`src/rtl/fir_pkg.sv`:
```
// Shared constants, state encoding and coefficient table for the folded
// 37-tap symmetric FIR scheduler.
package fir_pkg;

    localparam int unsigned WL       = 14;              // sample / coefficient width
    localparam int unsigned MAC_WL   = 20;              // accumulator / output width
    localparam int unsigned TAP_NUM  = 37;              // filter length (odd, symmetric)
    localparam int unsigned FOLD_LEN = (TAP_NUM + 1) / 2;
    localparam int unsigned PTR_W    = 6;               // ring pointer width
    localparam int unsigned K_W      = 5;               // folded tap index width
    localparam int unsigned MUL_W    = 16;              // multiplier operand width
    localparam int unsigned PROD_W   = 32;              // multiplier product width

    typedef enum logic [2:0] {
        IDLE,
        LOAD,
        MUL,
        ACC,
        OUT
    } state_t;

    // Folded coefficient c[k]; k = FOLD_LEN-1 is the centre tap.
    function automatic logic signed [WL-1:0] fir_coef(input logic [K_W-1:0] k);
        case (k)
            5'd0:    return -14'sd19;
            5'd1:    return -14'sd68;
            5'd2:    return  14'sd0;
            5'd3:    return  14'sd120;
            5'd4:    return  14'sd60;
            5'd5:    return -14'sd166;
            5'd6:    return -14'sd176;
            5'd7:    return  14'sd169;
            5'd8:    return  14'sd344;
            5'd9:    return -14'sd89;
            5'd10:   return -14'sd557;
            5'd11:   return -14'sd134;
            5'd12:   return  14'sd781;
            5'd13:   return  14'sd592;
            5'd14:   return -14'sd982;
            5'd15:   return -14'sd1588;
            5'd16:   return  14'sd1120;
            5'd17:   return  14'sd5819;
            5'd18:   return  14'sd8191;
            default: return  14'sd0;
        endcase
    endfunction

endpackage

```
`src/rtl/fir_sample_ring.sv`:
```
// 37-entry circular sample buffer addressed by sample age.
// Ports: clk/rst_n; wr_en/wr_data push a new sample (becomes age 0);
// rd_idx_a/rd_idx_b select sample ages, rd_data_a/rd_data_b return them
// combinationally.
module fir_sample_ring
    import fir_pkg::*;
(
    input  logic             clk,
    input  logic             rst_n,
    input  logic             wr_en,
    input  logic [WL-1:0]    wr_data,
    input  logic [PTR_W-1:0] rd_idx_a,
    input  logic [PTR_W-1:0] rd_idx_b,
    output logic [WL-1:0]    rd_data_a,
    output logic [WL-1:0]    rd_data_b
);

    logic [WL-1:0]    mem [TAP_NUM];
    logic [PTR_W-1:0] wp;
    logic [PTR_W-1:0] wp_next;
    logic [PTR_W-1:0] addr_a;
    logic [PTR_W-1:0] addr_b;

    // Age j lives at (wp - j) mod TAP_NUM, without a divider.
    function automatic logic [PTR_W-1:0] slot(input logic [PTR_W-1:0] p,
                                              input logic [PTR_W-1:0] j);
        return (p >= j) ? p - j : p - j + PTR_W'(TAP_NUM);
    endfunction

    assign wp_next   = (wp == PTR_W'(TAP_NUM - 1)) ? '0 : wp + PTR_W'(1);
    assign addr_a    = slot(wp, rd_idx_a);
    assign addr_b    = slot(wp, rd_idx_b);
    assign rd_data_a = mem[addr_a];
    assign rd_data_b = mem[addr_b];

    // Pointer advances first so the new sample lands at age 0.
    always_ff @(posedge clk or negedge rst_n) begin
        if (!rst_n) begin
            wp <= '0;
            for (int unsigned i = 0; i < TAP_NUM; i++) begin
                mem[i] <= '0;
            end
        end else if (wr_en) begin
            wp           <= wp_next;
            mem[wp_next] <= wr_data;
        end
    end

endmodule

```
`src/rtl/fir_mac_scheduler.sv`:
```
// Time-multiplexed controller for a 37-tap symmetric FIR using one external
// shared multiplier, one start/done handshake per folded tap.
// Ports: clk/rst_n; s_data/s_valid/s_ready sample input; m_data/m_valid/
// m_ready filter output; mul_start/mul_a/mul_b/mul_p/mul_done external
// multiplier handshake; busy is high whenever not idle.
module fir_mac_scheduler
    import fir_pkg::*;
(
    input  logic              clk,
    input  logic              rst_n,
    input  logic [WL-1:0]     s_data,
    input  logic              s_valid,
    output logic              s_ready,
    output logic [MAC_WL-1:0] m_data,
    output logic              m_valid,
    input  logic              m_ready,
    output logic              mul_start,
    output logic [MUL_W-1:0]  mul_a,
    output logic [MUL_W-1:0]  mul_b,
    input  logic [PROD_W-1:0] mul_p,
    input  logic              mul_done,
    output logic              busy
);

    state_t            state;
    logic [K_W-1:0]    k;
    logic [MAC_WL-1:0] acc;
    logic [MAC_WL-1:0] prod_slice;
    logic              accept;
    logic [PTR_W-1:0]  idx_a;
    logic [PTR_W-1:0]  idx_b;
    logic [WL-1:0]     x_a;
    logic [WL-1:0]     x_b;
    logic [WL:0]       pre_sum;
    logic [WL-1:0]     coef;
    logic              unused_mul_p;

    assign accept = (state == IDLE) && s_valid && s_ready;
    assign idx_a  = PTR_W'(k);
    assign idx_b  = PTR_W'(TAP_NUM - 1) - PTR_W'(k);
    assign coef   = fir_coef(k);

    // Folded pre-add; the centre tap has no partner.
    assign pre_sum = (k == K_W'(FOLD_LEN - 1)) ? {x_a[WL-1], x_a}
                                               : {x_a[WL-1], x_a} + {x_b[WL-1], x_b};

    // Only bits [2*WL-1 -: MAC_WL] of the product feed the accumulator.
    assign unused_mul_p = ^{mul_p[PROD_W-1:2*WL], mul_p[2*WL-MAC_WL-1:0]};

    fir_sample_ring u_ring (
        .clk       (clk),
        .rst_n     (rst_n),
        .wr_en     (accept),
        .wr_data   (s_data),
        .rd_idx_a  (idx_a),
        .rd_idx_b  (idx_b),
        .rd_data_a (x_a),
        .rd_data_b (x_b)
    );

    // Scheduler FSM with registered handshake and multiplier outputs.
    always_ff @(posedge clk or negedge rst_n) begin
        if (!rst_n) begin
            state      <= IDLE;
            s_ready    <= 1'b1;
            m_valid    <= 1'b0;
            m_data     <= '0;
            mul_start  <= 1'b0;
            mul_a      <= '0;
            mul_b      <= '0;
            busy       <= 1'b0;
            k          <= '0;
            acc        <= '0;
            prod_slice <= '0;
        end else begin
            case (state)
                IDLE: begin
                    if (accept) begin
                        acc     <= '0;
                        k       <= '0;
                        s_ready <= 1'b0;
                        busy    <= 1'b1;
                        state   <= LOAD;
                    end
                end
                LOAD: begin
                    mul_b     <= {{(MUL_W - WL - 1){pre_sum[WL]}}, pre_sum};
                    mul_a     <= {{(MUL_W - WL){coef[WL-1]}}, coef};
                    mul_start <= 1'b1;
                    state     <= MUL;
                end
                MUL: begin
                    // Start is a single-cycle pulse; done may coincide with it.
                    mul_start <= 1'b0;
                    if (mul_done) begin
                        prod_slice <= mul_p[2*WL-1 -: MAC_WL];
                        state      <= ACC;
                    end
                end
                ACC: begin
                    acc <= acc + prod_slice;
                    if (k == K_W'(FOLD_LEN - 1)) begin
                        state <= OUT;
                    end else begin
                        k     <= k + K_W'(1);
                        state <= LOAD;
                    end
                end
                OUT: begin
                    if (m_valid && m_ready) begin
                        m_valid <= 1'b0;
                        s_ready <= 1'b1;
                        busy    <= 1'b0;
                        state   <= IDLE;
                    end else begin
                        m_valid <= 1'b1;
                        m_data  <= acc;
                    end
                end
                default: begin
                    state <= IDLE;
                end
            endcase
        end
    end

endmodule

```
`config.mk`:
```
export PLATFORM = sky130hd
export DESIGN_NAME = fir_mac_scheduler
export DESIGN_NICKNAME = d
export VERILOG_FILES = /design/src/rtl/fir_pkg.sv /design/src/rtl/fir_sample_ring.sv /design/src/rtl/fir_mac_scheduler.sv
export SDC_FILE = /design/constraint.sdc
export NUM_CORES = 1
export LEC_CHECK = 0
export ABC_AREA = 1
export CAP_MARGIN = 20
export CORE_MARGIN = 2
export CORE_UTILIZATION = 42
export DETAILED_ROUTE_END_ITERATION = 6
export PLACE_DENSITY = 0.68
export SETUP_SLACK_MARGIN = 0.3
export SYNTH_ARGS = -nofsm -noshare
export SYNTH_HDL_FRONTEND = slang
export SYNTH_SLANG_ARGS = --single-unit
export TNS_END_PERCENT = 20
```
`constraint.sdc`:
```
create_clock -name clk -period 7.15 [get_ports clk]
set_clock_uncertainty 0.1 [all_clocks]
set_input_delay 1.43 -clock clk [delete_from_list [all_inputs] [get_ports clk]]
set_output_delay 1.43 -clock clk [all_outputs]
set_load 0.005 [all_outputs]
```
Word level (Yosys, flattened, before mapping)
Memories as Yosys holds them, arrays and structs flattened. A register that Yosys moved wholly into a read port is not among the register bits.
Cells that the tools add are included.
Word-level totals
  register bits: 611
  latch bits: 0
  memory bits (writable): 0
  ROM bits: 448
  input bits: 51
  logic and storage cells: 124
  memories kept: 1
Operators by class
  add/sub/neg operators: 9
  multipliers: 0
  divide/modulo/power cells: 0
  magnitude comparators: 6
  equal/unequal tests: 10
  shifts and indexed selects: 0
  multiplexer cells: 31
  bitwise logic cells: 4
  reductions and logical operators: 15
Memories
  (name not given): words 32, width 14, rd ports 1, clocked after memory_dff 1, wr ports 0, RTL line fir_pkg.sv:24  | case (k)
Operators by type and width (number)
  $bwmux 518: 1
  $bmux 14 s6: 2
  $demux 14 s6: 1
  $mux 14: 5
  $pmux 20 s2: 1
  $ge 7x7->1 const B: 3
  $not 6->7: 3
  $add 20x20->20: 1
  $mux 20: 1
  $mux 6: 3
  $add 14x14->15: 1
  $mux 15: 1
  $pmux 3 s5: 1
  $add 6x6->6 const B: 2
  $mux 3: 4
  $mux 5: 2
  $pmux 5 s2: 1
  $reduce_and 3->1: 3
  $ne 2x2->1 const B: 4
  $lt 7x1->1 const B: 1
  $add 6x1->6 const B: 1
  $eq 3x2->1 const B: 2
  $eq 6x6->1 const B: 1
  $ge 6x5->1: 1
  other kinds (16): 29

Depth between registers and ports, before layout
Gate-level depths: netlist of run 1.
  depth in word-level cells: 10
  mapped depth: 40

Cells and area by module
From an unflattened synthesis of run 1, not the netlist that was laid out.
Unflattened totals
  cells, all modules: 5487
  area total of the unflattened synthesis: 38438.1 µm²
By module, submodules not included
  fir_sample_ring: instances 1, cells an instance 4654, area each 31951.9 µm², seq. area each 13112.6 µm²
  fir_mac_scheduler: instances 1, cells an instance 833, area each 6486.2 µm², seq. area each 2528.7 µm²

Least setup slack after synthesis of run 1
No wires, ideal clock.
  path type: register to register
  start: register k[1]
  end: register mul_b[8]
  data arrival time: 4850 ps
  required time: 6932 ps
  setup slack: 2082 ps
  stages on the path, launching flop included: 36
  buffers on the path: 1
  cell sequence: dfrtp_1 inv_1 ha_1 nor2_1 nor2_1 xor2_1 ha_1 nand2_1 inv_1 a21boi_1 nand3_1 inv_1 nand2_1 xor2_2 inv_2 buf_1 nand3_1 nand2_1 nand2_1 nand3_1 nand2_1 ha_1 inv_1 fa_1 o31ai_1 nand2_1 nand2_1 nand2_1 a21boi_0 o21ai_0 nand2_1 nand2_1 nand2_1 o21ai_0 inv_1 nand2_1
Between the ends
  cells in the longest elaborated chain, start to end: 10
  elaborated cells between the ends (all ways): 20
RTL lines
  start, declared: RTL line fir_mac_scheduler.sv:26  | logic [K_W-1:0] k;
  start signal, assigned: RTL line fir_mac_scheduler.sv:105  | k <= k + K_W'(1);
  $sub 6x5->6: RTL line fir_mac_scheduler.sv:40  | assign idx_b = PTR_W'(TAP_NUM - 1) - PTR_W'(k);
  $sub 6x6->6: RTL line fir_sample_ring.sv:27  | return (p >= j) ? p - j : p - j + PTR_W'(TAP_NUM);
  $add 6x6->6: RTL line fir_sample_ring.sv:27
  $mux 6: RTL line fir_sample_ring.sv:27
  $not 6->7 (not written as such): RTL line fir_sample_ring.sv:34  | assign rd_data_b = mem[addr_b];
  $bmux 14 s6: RTL line fir_sample_ring.sv:34
  $mux 14 (not written as such) (2 in series): RTL line fir_sample_ring.sv:34
  $add 14x14->15: RTL line fir_mac_scheduler.sv:45  | : {x_a[WL-1], x_a} + {x_b[WL-1], x_b};
  $mux 15 (*): RTL line fir_mac_scheduler.sv:44  | assign pre_sum = (k == K_W'(FOLD_LEN - 1)) ? {x_a[WL-1], x_a}
  end signal, assigned: RTL line fir_mac_scheduler.sv:87  | mul_b <= {{(MUL_W - WL - 1){pre_sum[WL]}}, pre_sum};
  end, declared: RTL line fir_mac_scheduler.sv:19  | output logic [MUL_W-1:0] mul_b,
Every way passes the cells marked *; elsewhere a longest branch is shown, timed or not. The select of a mux whose other input is x is not followed.
A chain may end at the register's enable or synchronous reset.

Final worst setup path of run 1
  start: register k[0]
  end: register mul_b[8]
Same word-level chain as after synthesis.

==> results of run 1 <==
worst max path at each step:
| stage | start | to | slack [ns] |
|---|---|---|---|
| 2_1_floorplan | k[1] | mul_b[8] | 2.08 |
| 3_3_place_gp | k[1] | mul_b[12] | 0.86 |
| 3_5_place_dp | k[1] | mul_b[12] | 0.83 |
| 4_1_cts | k[1] | mul_b[12] | 0.81 |
| 5_1_grt | k[0] | mul_b[11] | 0.23 |
| 6_report | k[0] | mul_b[8] | 0.70 |
registers in the layout, indices dropped and copies added, names as in the netlist, 3 cells and up:
| name | count |
|---|---|
| prod_slice | 20 |
| mul_a | 14 |
| u_ring.wp | 6 |
| acc | 20 |
| u_ring.mem | 518 |
| mul_b | 15 |
| k | 5 |
| m_data | 20 |
| state | 3 |
metrics by stage:
stage | std cells | instance area [µm²]
after floorplan | 4950 | 36220
after global placement | 5947 | 38100
after detailed placement | 5947 | 38100
after CTS | 6066 | 40350
after global routing | 6074 | 40510
final | 6074 | 40510
critical path: cells and delay by family (launching register included):
family / cells / cell delay [ns]
buffers and inverters: 5 / 0.89
xor gates and xnor gates: 1 / 0.17
and+or+nand+nor: 17 / 2.42
DFF: 1 / 0.49
adders and majority gates: 3 / 1.09
AOI/OAI and AO/OA: 7 / 1.18
area by class of cell:
cell class / count / area share [%]
Timing Repair Buffer: 200 / 5.066
Clock buffer: 98 / 5.035
Clock inverter: 21 / 0.5282
Multi-Input combinational cell: 3604 / 43.66
Sequential cell: 625 / 38.62
Tap cell: 1144 / 3.534
Inverter: 382 / 3.562
layout by cell type (no fill, tap or decap), types with 7 or more instances in the layout:
master           instances
nand2_1               1477
nor2_2                  12
clkdlybuf4s50_1         93
a21oi_1                139
o21ai_1                270
buf_4                   83
nand2_2                 13
clkbuf_8                14
clkbuf_1                12
dfrtp_1                624
clkinv_2                14
nor2_1                 276
a31oi_1                 24
o211ai_1               226
clkbuf_16               73
o22ai_1                 16
or2_2                    9
inv_1                  371
nand4_1                 25
o21ai_0                541
buf_12                  18
ha_1                    55
xor2_1                  16
xnor2_1                 10
nand3_1                356
mux2_2                  26
o31ai_1                  7
nand2_4                 21
nor3_1                  21
metal layers:
| layer | track usage, % | routed length [µm] | up-vias |
|---|---|---|---|
| met4 | 13.14 | 5750 | 0 |
| met3 | 4.733 | 10450 | 321 |
| met2 | 42.65 | 55130 | 1509 |
| li1 | - | - | 16270 |
| met5 | 0 | 0 | - |
| met1 | 34.73 | 48500 | 16130 |
what timing repair did:
| item | 4_1_cts | 5_1_grt |
|---|---|---|
| endpoints found under the setup margin | 0 | 4 |
| resized for setup | 0 | 4 |
| buffers inserted | 0 | 3 |
kinds of logic (layout without fill, tap and decap cells):
family / Yosys count / in the layout / synth area share, %
multiplexers: 26 / 26 / 0.8083
AND/OR/NAND/NOR: 2238 / 2238 / 25.55
XOR/XNOR: 29 / 29 / 0.7633
AO/OA/AOI/OAI: 1252 / 1252 / 19.36
flip-flops: 625 / 625 / 43.18
buffers and inverters: 721 / 701 / 8.217
adder cells (fa/ha/maj): 59 / 59 / 2.121
==> out/metrics.csv, run 1 <==
metric,value,unit
cts_root_buffer,clkbuf_16,
gp_congestion,0.9263,
grt_pass1_vias,32230,
whs,0.3738,ns
wl_per_cell,19.73,µm
yosys_warnings,0,
endpoint_kind,flip-flop,
ctsHoldBuffers,0,
numCtsBuffers,71,
drive_above_1_share,6.572,%
cts_tree,built,
synth_area,0.03622,mm²
rsz0062_at_grt,yes,
grt_use_total,26.62,%
num_rows,107,
ios,107,
min_to,mul_start,
coreArea,0.08528,mm²
clk_latency,0.64,ns
dp_hpwl,74840,µm
crit_fanout,10,
min_delay_path_depth,2,
ys_ff_latch,625,
dieArea,0.08861,mm²
yosysTopAreaCell,dfrtp_1,
syn_avg_cell_area,7.318,µm²
num-fill-cells,8399,
multiInputGateArea,0.01768,mm²
vias_per_cell,5.636,
clock.fmax,0.1551,GHz
reg2reg_depth,33,
cp.arrival,6.85,ns
max_stage_delay,0.50,ns
finalSetupViolCount,0,
hold_path.startpoint,mul_start,
synth_flop_cell,dfrtp_1,
critical_path.startpoint_type,flip-flop,
grt_max_degree,161,
initial_core_util,42.48,%
yosysUniqueCellTypes,62,
final_antenna_net_count,0,
remaining_drc_errors,0,
synth.most_common_cell,nand2_1,
syn_inst,4950,
synth_async_sr_flop_share,100.0,%
worst_slew_pin_slew,1.204,ns
cts_max_level,3,
synth_edf_count,0,
layout.nets,4994,
outcome,"complete, no violations",
fin_util,47.50,%
finalCriticalPeriod,6.449,ns
gr-total-overflow,0,
grt_pass1_wl,186600,µm
clk_pin_slew,0.06,ns
worst-r2r-setup-slack,0.70,ns
synth_seq_area_share,43.18,%
ff_latch_area,0.01564,mm²
hold_viol_final,0,
cts.path.max_buffers,3,
synth_top_area_share,43.11,%
critPathKind,flip-flop to flip-flop,
synthTopCellsByArea,"dfrtp_1 (43%), nand2_1 (15%), o21ai_0 (7.5%), nand3_1 (4.9%), o211ai_1 (4.7%)",
synth_nets,5060,
crit_path_top_delay_cell,fa_1,
port_buffers,94,
drt_wl_total,119800,µm
antenna_found_initial,2,
maxCapViolCount,0,
via_count,34230,
die_h,297.7,µm
crit_top_cell,nand2_1,
r2r_end,mul_b[8],
antenna_cells,0,
period_share,90.19,%
preCtsSetupSlack,0.8258,ns
drt_iter0_markers,3908,
first_pass_iters,6,
hp-class,flip-flop to flip-flop,
synth_common_cells,"nand2_1 (1483), dfrtp_1 (624), o21ai_0 (541)",
worst_slack,0.7012,ns
clock_sinks,625,
required,7.56,ns
drv_slew,0,
area_growth,11.82,%
r2r-start,k[0],
setup_tns,0,ns
relSlewSlack,19.56,%
fp.dieW,297.7,µm
Power of run 1 is left out: the tool's default activity adds up to more than one toggle a clock period on the data nets, which glitch-free logic cannot reach.
==> run 2: changes to the inputs <==
--- a/config.mk
+++ b/config.mk
@@ -10,6 +10,7 @@
 export CORE_MARGIN = 2
 export CORE_UTILIZATION = 42
 export DETAILED_ROUTE_END_ITERATION = 6
+export GPL_TIMING_DRIVEN = 0
 export PLACE_DENSITY = 0.68
 export SETUP_SLACK_MARGIN = 0.3
 export SYNTH_ARGS = -nofsm -noshare
==> out/metrics.csv, run 2 (same netlist as run 1, synthesis figures left out) <==
metric,value,unit,change
outcome,"complete, no violations",,
wl_met3,25950,µm,+150%
mostFrequentLayoutCells,"nand2_1 (1480), dfrtp_1 (622), o21ai_0 (540), inv_1 (372), nand3_1 (353)",,
maxCapViolCount,0,,unchanged
numCtsBuffers,76,,+7.0%
hp-class,flip-flop to flip-flop,,
wl_met2,83900,µm,+52%
cts_max_level,3,,unchanged
antenna_found_initial,17,,+15
ios,107,,unchanged
num_rows,107,,unchanged
area_growth,15.73,%,
finalCriticalPeriod,6.724,ns,+0.2752 ns
finalSetupViolCount,0,,unchanged
final_antenna_net_count,0,,unchanged
grt_max_degree,120,,-25%
port_buffers,94,,unchanged
reg2reg_depth,25,,-24%
clk_latency,0.66,ns,+0.02 ns
critPathKind,flip-flop to flip-flop,,
vias_per_cell,6.161,,+9.3%
worst_slew_pin_slew,1.341,ns,+0.1373 ns
drt_iter0_markers,5571,,+43%
gp_congestion,1.040,,+12%
highest_layer,met5,,
drv_slew,0,,unchanged
layout.nets,5259,,+5.3%
gr-total-overflow,0,,unchanged
met1_length,82680,µm,+70%
crit_path_start,k[0],,
via_count,39120,,+14%
layout_commonest_cell,nand2_1,,
drt_wl_total,211500,µm,+76%
worst_slack,0.4260,ns,-0.2752 ns
clk_pin_slew,0.06,ns,about the same
cts.path.max_buffers,3,,unchanged
worst-r2r-setup-slack,0.43,ns,-0.28 ns
cp.arrival,7.16,ns,+0.31 ns
dp_hpwl,156500,µm,+110%
cts_tree,built,,
endpoint_kind,flip-flop,,
period_share,94.04,%,+3.8 points
min_to,mul_start,,
grt_pass1_vias,36680,,+14%
crit_fanout,10,,unchanged
rsz0062_at_grt,no,,
relSlewSlack,10.60,%,-9.0 points
hold_viol_final,0,,unchanged
required,7.59,ns,+0.03 ns
remaining_drc_errors,0,,unchanged
preCtsSetupSlack,-0.3786,ns,-1.204 ns
cts_root_buffer,clkbuf_16,,
drive_above_1_share,9.339,%,+2.8 points
wl_per_cell,33.31,µm,+69%
grt_pass1_wl,289400,µm,+55%
largest_reg_flops,518,,unchanged
r2r-start,k[0],,
initial_core_util,42.48,%,unchanged
r2r_end,mul_b[12],,
top_register,u_ring.mem,,
critical_path.startpoint_type,flip-flop,,
dieArea,0.08861,mm²,unchanged
first_pass_iters,6,,unchanged
clock.fmax,0.1487,GHz,-4.1%
hold_path.startpoint,mul_start,,
min_delay_path_depth,2,,unchanged
grt_use_total,46.83,%,+20 points
clock_sinks,625,,unchanged
fp.dieW,297.7,µm,unchanged
die_h,297.7,µm,unchanged
ctsHoldBuffers,0,,unchanged
coreArea,0.08528,mm²,unchanged
-- run 2: changes by cell type in the layout (fill, tap and decap cells not counted), moves of 6 or more --
cell / before / now
clkbuf_4: 0 / 10
bufinv_16: 2 / 9
buf_4: 83 / 31
buf_2: 0 / 137
clkbuf_2: 0 / 30
buf_8: 2 / 11
buf_12: 18 / 1
nor3_1: 21 / 15
nor2_1: 276 / 269
clkbuf_1: 12 / 139
-- run 2: final cells by class --
cell class | instances | area [µm²]
sequential | 625 | 15640
fill | 8834 | 43360
multi-input combinational | 3604 | 17760
buffer | 339 | 1645
inverter | 382 | 1440
clock buffer | 101 | 2158
timing repair buffer | 121 | 1408
clock inverter | 32 | 435.4
tap | 1144 | 1431
antenna | 1 | 2.502
-- run 2: layer usage --
layer / up-vias / global-route usage [%]
li1: 16810 / -
met1: 18960 / 61.58
met2: 2597 / 65.17
met3: 732 / 14.11
met4: 18 / 33.51
met5: - / 0.8117
-- run 2: how the worst max path moves through the flow --
| stage | endpoint | depth (start not counted) |
|---|---|---|
| 5_1_grt | mul_b[8] | 35 |
| 2_1_floorplan | mul_b[8] | 35 |
| 3_3_place_gp | u_ring.mem[172] | 1 |
| 6_report | mul_b[12] | 25 |
| 4_1_cts | mul_b[8] | 36 |
| 3_5_place_dp | mul_b[8] | 37 |
-- run 2: through the flow --
stage	util (%)	cell area, µm²	hold WS, ns	cells	TNS, ns
3_3_place_gp	45.26	38600	0.3556	6188	-
2_1_floorplan	-	36220	0.3530	4950	0
5_1_grt	49.15	41920	0.4068	6348	0
4_1_cts	48.94	41740	0.3721	6346	0
3_5_place_dp	45.72	38990	0.3576	6208	-1.912
6_report	49.16	41920	0.3694	6349	0
-- run 2: timing repair --
| item | CTS | global route |
|---|---|---|
| buffers inserted | 5 | 0 |
| hold endpoints to repair | 0 | 0 |
| setup endpoints to repair | 11 | 10 |
| pin swaps | 1 | 3 |
| gates resized for setup | 38 | 98 |
-- run 2: critical path, cell delays in order, from the launching register on --
cell and delay (ns):
dfrtp_2 0.50, ha_1 0.27, inv_1 0.13, fa_1 0.50, ha_1 0.25, inv_1 0.07, nand3_1 0.07, nand2_1 0.07
nand3_1 0.06, nand2_1 0.16, buf_4 0.24, clkbuf_1 0.90, o21ai_0 0.25, o211ai_1 0.61, nand3_1 0.40, and3_1 0.32
ha_1 0.37, nand2_1 0.11, a21oi_1 0.05, a211oi_1 0.27, o211ai_1 0.26, a21o_1 0.24, a21oi_1 0.11, o21ai_0 0.10
nand3_1 0.11, nand2_1 0.07
Power of run 2 is left out for the same reason.
